### src/rtl/sseg_pkg.sv
// rtl/sseg_pkg.sv - shared constants for the seven-segment scan controller
package sseg_pkg;

   localparam int BRIGHT_W    = 4;

   // Bit positions inside the 8-bit cathode word {dp,g,f,e,d,c,b,a}
   localparam int CATH_DP     = 7;
   localparam int CATH_SEG_HI = 6;
   localparam int CATH_SEG_LO = 0;

   // Active-high {g..a} patterns; entry 0 is the rightmost slice
   localparam logic [15:0][6:0] SEG_LUT = {
      7'h71, 7'h79, 7'h5E, 7'h39, 7'h7C, 7'h77, 7'h6F, 7'h7F,
      7'h07, 7'h7D, 7'h6D, 7'h66, 7'h4F, 7'h5B, 7'h06, 7'h3F
   };

endpackage

### src/rtl/sseg_hex_decode.sv
// rtl/sseg_hex_decode.sv - nibble plus decimal point to active-high segment word
module sseg_hex_decode
   import sseg_pkg::*;
(
   input  logic [3:0] nibble,
   input  logic       dp,
   output logic [7:0] seg
);

   always_comb begin
      seg                          = '0;
      seg[CATH_SEG_HI:CATH_SEG_LO] = SEG_LUT[nibble];
      seg[CATH_DP]                 = dp;
   end

endmodule

### src/rtl/sseg_scan_mux.sv
// rtl/sseg_scan_mux.sv - N-digit multiplexed seven-segment driver with PWM,
// dead time, leading-zero suppression and per-slot input snapshot
module sseg_scan_mux
   import sseg_pkg::*;
#(
   parameter int N_DIGITS      = 4,
   parameter int REFRESH_DIV   = 100000,
   parameter bit ANODE_ACT_LOW = 1'b1,
   parameter bit CATH_ACT_LOW  = 1'b1
) (
   input  logic                    clk,
   input  logic                    reset,
   input  logic                    en,
   input  logic [4*N_DIGITS-1:0]   hex,
   input  logic [N_DIGITS-1:0]     dp,
   input  logic [N_DIGITS-1:0]     blank,
   input  logic                    lz_en,
   input  logic [BRIGHT_W-1:0]     bright,
   output logic [N_DIGITS-1:0]     anode,
   output logic [7:0]              cathode
);

   localparam int CNT_W = $clog2(REFRESH_DIV + 1);
   localparam int IDX_W = (N_DIGITS > 1) ? $clog2(N_DIGITS) : 1;
   localparam int STEP  = REFRESH_DIV / 16;

   localparam logic [CNT_W-1:0]    CNT_LAST = CNT_W'(REFRESH_DIV - 1);
   localparam logic [IDX_W-1:0]    IDX_LAST = IDX_W'(N_DIGITS - 1);
   localparam logic [N_DIGITS-1:0] AN_OFF   = {N_DIGITS{ANODE_ACT_LOW}};
   localparam logic [7:0]          CATH_OFF = {8{CATH_ACT_LOW}};

   logic [CNT_W-1:0]           div_cnt;
   logic [IDX_W-1:0]           dig_idx;

   logic [N_DIGITS-1:0][3:0]   hex_s;
   logic [N_DIGITS-1:0]        dp_s;
   logic [N_DIGITS-1:0]        blank_s;
   logic                       lz_en_s;
   logic [BRIGHT_W-1:0]        bright_s;

   logic [N_DIGITS-1:0]        supp;
   logic [N_DIGITS-1:0]        dark;
   logic                       seen;
   logic [CNT_W-1:0]           thr;
   logic                       slot_on;
   logic [N_DIGITS-1:0]        onehot;
   logic [7:0]                 seg_hi;

   always_ff @(posedge clk) begin
      if (reset || !en) begin
         div_cnt <= '0;
         dig_idx <= '0;
      end else if (div_cnt == CNT_LAST) begin
         div_cnt <= '0;
         dig_idx <= (dig_idx == IDX_LAST) ? '0 : dig_idx + 1'b1;
      end else begin
         div_cnt <= div_cnt + 1'b1;
      end
   end

   // Inputs are only sampled at slot start so a digit never tears mid-slot
   always_ff @(posedge clk) begin
      if (reset) begin
         hex_s    <= '0;
         dp_s     <= '0;
         blank_s  <= '0;
         lz_en_s  <= 1'b0;
         bright_s <= '0;
      end else if (en && div_cnt == '0) begin
         hex_s    <= hex;
         dp_s     <= dp;
         blank_s  <= blank;
         lz_en_s  <= lz_en;
         bright_s <= bright;
      end
   end

   // Zeros above the most significant nonzero nibble go dark; digit 0 always shows
   always_comb begin
      supp = '0;
      seen = 1'b0;
      for (int k = N_DIGITS - 1; k >= 1; k--) begin
         if (hex_s[k] != 4'h0)
            seen = 1'b1;
         supp[k] = lz_en_s && !seen;
      end
   end

   assign dark = blank_s | supp;
   assign thr  = CNT_W'((32'(bright_s) + 32'd1) * 32'(STEP));

   // Cycle 0 of every slot is dead time so the previous digit cannot ghost
   assign slot_on = en && (div_cnt != '0) && (div_cnt < thr) && !dark[dig_idx];

   always_comb begin
      onehot = '0;
      onehot[dig_idx] = 1'b1;
   end

   sseg_hex_decode u_dec (
      .nibble (hex_s[dig_idx]),
      .dp     (dp_s[dig_idx]),
      .seg    (seg_hi)
   );

   always_ff @(posedge clk) begin
      if (reset || !slot_on) begin
         anode   <= AN_OFF;
         cathode <= CATH_OFF;
      end else begin
         anode   <= onehot ^ AN_OFF;
         cathode <= seg_hi ^ CATH_OFF;
      end
   end

endmodule

### config.mk
export PLATFORM = sky130hd
export DESIGN_NAME = sseg_scan_mux
export DESIGN_NICKNAME = d
export VERILOG_FILES = /design/src/rtl/sseg_pkg.sv /design/src/rtl/sseg_hex_decode.sv /design/src/rtl/sseg_scan_mux.sv
export SDC_FILE = /design/constraint.sdc
export NUM_CORES = 1
export LEC_CHECK = 0
export ABC_CLOCK_PERIOD_IN_PS = 5600
export CORE_ASPECT_RATIO = 1.4
export CORE_MARGIN = 5
export CORE_UTILIZATION = 40
export DETAILED_ROUTE_END_ITERATION = 10
export PLACE_DENSITY = 0.59
export SETUP_SLACK_MARGIN = 0.02
export SYNTH_ARGS = -nofsm -noshare
export SYNTH_HDL_FRONTEND = slang
export SYNTH_SLANG_ARGS = --single-unit
export TNS_END_PERCENT = 50
### constraint.sdc
create_clock -name clk -period 5.6 [get_ports clk]
set_input_delay 1.68 -clock clk [delete_from_list [all_inputs] [get_ports clk]]
set_output_delay 1.68 -clock clk [all_outputs]
set_load 0.005 [all_outputs]
==> impl_metrics.env, run 1 <==
export IMPL_status="finished, final reports clean"
export IMPL_holdWs_ps=447
export IMPL_core_area_mm2=0.00985
export IMPL_ir_drop_v=0.000165
export IMPL_ys_flop_type="dfxtp_1"
export IMPL_timing_rr_start="bright_s[0]"
export IMPL_syn_avg_cell_area_um2=8.67
export IMPL_fin_tns_setup_ps=0
export IMPL_clock_fmax_ghz=0.198
export IMPL_die_h_um=128
export IMPL_viasPerCell=5.14
export IMPL_io_buffer_count=43
export IMPL_min_from="blank_s[2]"
export IMPL_worstSkewPairLatency_ps=320
export IMPL_relSlewSlack_pct=46.7
export IMPL_grt_use_total_pct=16.5
export IMPL_crit_path_end_kind="flop"
export IMPL_routedWlPerCell_um=14.3
export IMPL_rows=43
export IMPL_syn_inst=459
export IMPL_vias=3282
export IMPL_clk_pin_slew_ps=50
export IMPL_fin_skew_ps=5.66
export IMPL_drv_slew=0
export IMPL_cts_root_buf="clkbuf_16"
export IMPL_syn_cell_area_mm2=0.00398
export IMPL_yosysTopAreaCell="dfxtp_1"
export IMPL_h_tree_depth=3
export IMPL_fp_dieW_um=94.3
export IMPL_p_leak_nw=1.97
export IMPL_crit_arrival_ps=5210
export IMPL_ys_ff_latch=60
export IMPL_period_share_pct=90.3
export IMPL_drive_above_1_share_pct=10.7
export IMPL_maxCapViolCount=0
export IMPL_synth_area_top_cells="dfxtp_1 30%, ha_1 18%, nand2_1 6.0%"
export IMPL_ant_nets=0
export IMPL_synthMostInstantiatedCell="nand2_1"
export IMPL_tightest_slew_ps=794
export IMPL_worstSetupPathType="reg2reg"
export IMPL_nets=589
export IMPL_grt_overflow=0
export IMPL_place_hpwl_mm=7.23
export IMPL_grt_antenna_before_repair=0
export IMPL_wl_mm=9.12
export IMPL_drt_iter0_drc=159
export IMPL_grt_max_degree=31
export IMPL_netlist_area_leader_share_pct=30.2
export IMPL_seq_area_frac_synth_pct=30.2
export IMPL_rsz0062_at_grt="false"
export IMPL_cp_required_ps=5760
export IMPL_async_flop_share_pct=0
export IMPL_synth_edf_count=0
export IMPL_hold_viol_final=0
export IMPL_numCtsBuffers=9
export IMPL_yosysUniqueCellTypes=54
export IMPL_startpoint="bright_s[0]"
export IMPL_area_delta_synth_final_pct=20.9
export IMPL_synth_common_cells="64 x nand2_1, 60 x dfxtp_1, 57 x ha_1"
export IMPL_slowest_stage="a2111oi_2"
export IMPL_clk_path_buf_depth=2
export IMPL_grt_pass1_vias=3360
export IMPL_diodes=0
export IMPL_cp_common_cell="ha_1"
export IMPL_slowest_delay_ps=490
export IMPL_cts_tree="built"
export IMPL_gp_congestion=0.848
export IMPL_setup_viol=0
export IMPL_die_area_mm2=0.0121
export IMPL_critPathMaxFanout=12
export IMPL_grt_pass1_wl_mm=15.7
export IMPL_fin_crit_ps=5060
export IMPL_drc=0
export IMPL_cp_start_kind="flop"
export IMPL_clock_sinks=60
export IMPL_synth_nets=549
export IMPL_path_cells="ha_1 -> and3_1 -> ha_1 -> xor2_1 -> ha_1 -> ha_1 -> ha_1 -> a211oi_1 -> o21ai_0 -> a2111oi_2 -> o31ai_1 -> xnor2_1 -> ha_1 -> a21o_1 -> a21o_1 -> a32o_1 -> nor4b_2 -> buf_4 -> o311ai_0"
export IMPL_hp_class="reg2reg"
export IMPL_io_pin_count=44
export IMPL_start_util_pct=40.4
export IMPL_first_pass_iters=4
export IMPL_ys_warn_count=0
export IMPL_power_per_cell_area_mw_per_mm2=246
[area by class of cell]
cell class	count	area (um^2)
Inverter	26	97.6
Timing Repair Buffer	48	468
Clock buffer	14	284
Sequential cell	60	1200
Clock inverter	1	5.00
Fill cell	951	5030
Tap cell	135	169
Multi-Input combinational cell	354	2580
[where the power goes]
part,switching [W],total [W],internal (W)
Clock,0.000180,0.000524,0.000344
Sequential,0.0000134,0.000457,0.000443
Combinational,0.000107,0.000203,0.0000958
Total,0.000300,0.00118,0.000883
[layer usage]
layer  share of wire, %  GRT usage, %  up-vias
li1                   -             -     1691
met1                 41          18.4     1508
met2                 53          29.5       63
met3                2.9          3.64       20
met4                3.2          7.23        0
met5                  0             0        -
[per-stage QoR]
stage	cells	area [um^2]	worst slack, ps	utilization [%]	total power (W)
global placement	623	4520	378	45.9	0.000665
floorplan	459	3980	607	-	0.000606
detailed placement	623	4520	233	45.9	0.000669
CTS	638	4800	182	48.8	0.00120
finish	638	4810	543	48.9	0.00118
global route	638	4810	155	48.9	0.00125
[what timing repair did]
item	4_1_cts	5_1_grt
endpoints found under the setup margin	0	12
buffers inserted	0	0
resized for setup	0	3
hold buffers	0	0
[cells by family after synthesis]
logic type / count (synthesis) / share of synthesized area, %
xor gates and xnor gates: 31 / 6.83
buffers and inverters: 45 / 5.10
and+or+nand+nor: 175 / 21.6
DFF: 60 / 30.2
AOI/OAI and AO/OA: 82 / 13.6
adders and majority gates: 58 / 18.4
muxes: 8 / 4.22
[cells in the final DEF (no fill, tap or decap), types with 4 or more instances in the layout]
cell             synthesis  final
nor3_1                   9      9
a21o_1                   5      5
inv_1                   26     26
nand4_1                  9      9
o21ai_0                  8      7
a21oi_1                 33     33
a21oi_2                 10     10
nand2_2                 10     10
buf_4                    0      5
xor2_1                  16     16
nor2_1                  29     29
or3_1                    4      4
ha_1                    57     57
clkbuf_16                0      9
nand3_1                 22     22
xnor2_1                 15     15
clkdlybuf4s50_1          0     43
a31oi_1                  4      4
and3_1                   4      4
nand2_1                 64     64
mux4_2                   7      7
dfxtp_1                 60     59
clkbuf_8                 0      4
nor4_1                   5      5
[critical path: cells and delay by family (launching register included)]
kind | cells | cell delay, ps
AOI/OAI and AO/OA | 8 | 1830
xor gates and xnor gates | 2 | 320
adders and majority gates | 6 | 1700
buffers and inverters | 1 | 220
DFF | 1 | 370
and+or+nand+nor | 2 | 450
[flip-flops by register name (all words and copies together), names as in the netlist]
signal	count
dig_idx	2
blank_s	4
bright_s	4
cathode	8
lz_en_s	1
div_cnt	17
anode	4
hex_s	16
dp_s	4
[worst paths after layout]
kind                            cells past startpoint         end  slack, ps
worst max-delay path                               19  cathode[0]        540
worst min-delay path                                2  blank_s[2]        450
worst max register to register                     19  cathode[0]        540
worst min register to register                      2  blank_s[2]        450
Note: power is estimated with default switching activity, not from simulation.
==> run 2: changes to the inputs <==
CORE_ASPECT_RATIO = 2   (was 1.4)
==> impl_metrics.env, run 2 (same netlist as run 1, synthesis figures left out) <==
export IMPL_status="finished, final reports clean"
export IMPL_maxCapViolCount=0
export IMPL_viasPerCell=5.29
export IMPL_path_cells="ha_1 -> and3_1 -> ha_1 -> xor2_1 -> ha_1 -> ha_1 -> ha_1 -> a211oi_1 -> o21ai_0 -> a2111oi_1 -> o31ai_1 -> xnor2_1 -> ha_1 -> a21o_1 -> a21o_1 -> a32o_1 -> nor4b_2 -> buf_4 -> o311ai_0"
export IMPL_seq_power_share_pct=39.6
export IMPL_cts_root_buf="clkbuf_16"
export IMPL_crit_path_end_kind="flop"
export IMPL_gp_congestion=0.883
export IMPL_io_pin_count=44
export IMPL_grt_overflow=0
export IMPL_rr_worst_depth=19
export IMPL_postCtsHoldBufs=0
export IMPL_top_register="div_cnt"
export IMPL_p_comb_share_pct=17.9
export IMPL_clk_pin_slew_ps=50
export IMPL_crit_family="compound AO/OA/AOI/OAI gates"
export IMPL_nets=591
export IMPL_p_int_w=0.000835
export IMPL_p_switching_w=0.000319
export IMPL_fillers=957
export IMPL_clock_sinks=60
export IMPL_die_area_mm2=0.0122
export IMPL_cts_tree="built"
export IMPL_startpoint="bright_s[0]"
export IMPL_start_util_pct=40.7
export IMPL_hp_class="reg2reg"
export IMPL_cp_common_cell="ha_1"
export IMPL_grt_pass1_vias=3502
export IMPL_h_tree_depth=3
export IMPL_worstHoldPathCells=2
export IMPL_holdWs_ps=449
export IMPL_reg2reg_slack_ps=490
export IMPL_worstSkewPairLatency_ps=320
export IMPL_relSlewSlack_pct=48.7
export IMPL_area_delta_synth_final_pct=20.6
export IMPL_timing_rr_start="bright_s[0]"
export IMPL_fin_tns_setup_ps=0
export IMPL_hold_viol_final=0
export IMPL_grt_antenna_before_repair=0
export IMPL_ant_nets=0
export IMPL_numCtsBuffers=9
export IMPL_drc=0
export IMPL_placed_area_mm2=0.00453
export IMPL_crit_arrival_ps=5280
export IMPL_netSwitchingFraction_pct=27.7
export IMPL_rsz0062_at_grt="false"
export IMPL_largest_reg_flops=17
export IMPL_core_area_mm2=0.00976
export IMPL_grt_pass1_wl_mm=16.2
export IMPL_wl_mm=10.2
export IMPL_drv_slew=0
export IMPL_cp_start_kind="flop"
export IMPL_reg2reg_to="cathode[0]"
export IMPL_design_area_mm2=0.00480
export IMPL_slowest_delay_ps=520
export IMPL_period_share_pct=91.2
export IMPL_clockPowerShare_pct=42.4
export IMPL_path_buf_inv=1
export IMPL_place_hpwl_mm=8.36
export IMPL_p_leak_nw=1.96
export IMPL_drive_above_1_share_pct=11.1
export IMPL_io_buffer_count=43
export IMPL_fin_cells=638
export IMPL_grt_use_total_pct=17.6
export IMPL_worstSetupPathType="reg2reg"
export IMPL_final_cell_mix="64 x nand2_1, 60 x dfxtp_1, 57 x ha_1"
export IMPL_tightest_slew_ps=762
export IMPL_final_common_cell="nand2_1"
export IMPL_slowest_stage="dfxtp_1"
export IMPL_placed_cells=622
export IMPL_fin_skew_ps=7.32
export IMPL_ir_drop_v=0.000215
export IMPL_cts_setup_buffers=0
export IMPL_clock_fmax_ghz=0.196
export IMPL_vias=3374
export IMPL_multi_input_area_mm2=0.00258
export IMPL_fp_dieW_um=80.5
export IMPL_drt_iter0_drc=98
export IMPL_clk_path_buf_depth=2
export IMPL_top_regs="div_cnt: 17 flops, hex_s: 16 flops, cathode: 8 flops"
export IMPL_final_seq_area_mm2=0.00120
export IMPL_rows=51
export IMPL_first_pass_iters=4
export IMPL_diodes=0
export IMPL_routedWlPerCell_um=15.9
export IMPL_setup_viol=0
export IMPL_grt_max_degree=31
export IMPL_fin_crit_ps=5110
export IMPL_cp_required_ps=5770
export IMPL_power_per_cell_area_mw_per_mm2=241
export IMPL_die_h_um=151
export IMPL_critical_path_depth=19
export IMPL_cts_resized=0
export IMPL_critPathMaxFanout=12
export IMPL_crit_end="cathode[0]"
-- run 2: cell types whose count changed in the layout (fill, tap and decap cells not counted), moves of 2 or more --
| cell | previous run | this run |
|---|---|---|
| clkinv_2 | 1 | 4 |
| clkbuf_8 | 4 | 0 |
| clkinvlp_4 | 0 | 2 |
| buf_4 | 5 | 7 |
-- run 2: metal layers --
layer  up-vias  wire length, um  global-route usage, %
met5         -                0                      0
met4         0              540                   11.0
met3        31              214                   2.02
met2        69             6210                   37.4
met1      1571             3210                   14.0
li1       1703                -                      -
-- run 2: final cells by class --
cell class                      count  area share (%)
Clock buffer                        9            4.70
Clock inverter                      7           0.913
Inverter                           26            2.03
Multi-Input combinational cell    354            53.8
Sequential cell                    60            25.0
Tap cell                          132            3.44
Timing Repair Buffer               50            10.1
-- run 2: worst min-delay path by stage --
stage / from / end / slack, ps
2_1_floorplan: dp_s[2] / dp_s[2] / 430
3_3_place_gp: dp_s[1] / dp_s[1] / 440
3_5_place_dp: blank_s[1] / blank_s[1] / 450
4_1_cts: blank_s[1] / blank_s[1] / 450
5_1_grt: blank_s[1] / blank_s[1] / 470
6_report: blank_s[1] / blank_s[1] / 450
-- run 2: power groups by stage --
stage | Sequential, W | Clock (W) | Combinational (W)
2_1_floorplan | 0.000461 | 0 | 0.000145
3_3_place_gp | 0.000466 | 0 | 0.000204
3_5_place_dp | 0.000467 | 0 | 0.000209
4_1_cts | 0.000457 | 0.000500 | 0.000210
5_1_grt | 0.000459 | 0.000520 | 0.000234
6_report | 0.000457 | 0.000490 | 0.000207
-- run 2: worst register-to-register path, delay by kind of cell, from the launching register on --
| kind | cells | cell delay [ps] |
|---|---|---|
| buffers and inverters | 1 | 210 |
| AND/OR/NAND/NOR | 2 | 460 |
| flip-flops | 1 | 520 |
| XOR/XNOR | 2 | 310 |
| adder cells (fa/ha/maj) | 6 | 1650 |
| AO/OA/AOI/OAI | 8 | 1820 |
-- run 2: stage by stage --
step                setup slack, ps  total power [W]  utilization [%]
floorplan                       607         0.000606                -
global placement                621         0.000670             46.4
detailed placement              507         0.000676             46.4
CTS                             487          0.00117             49.1
global route                   54.8          0.00121             49.1
finish                          493          0.00115             49.1
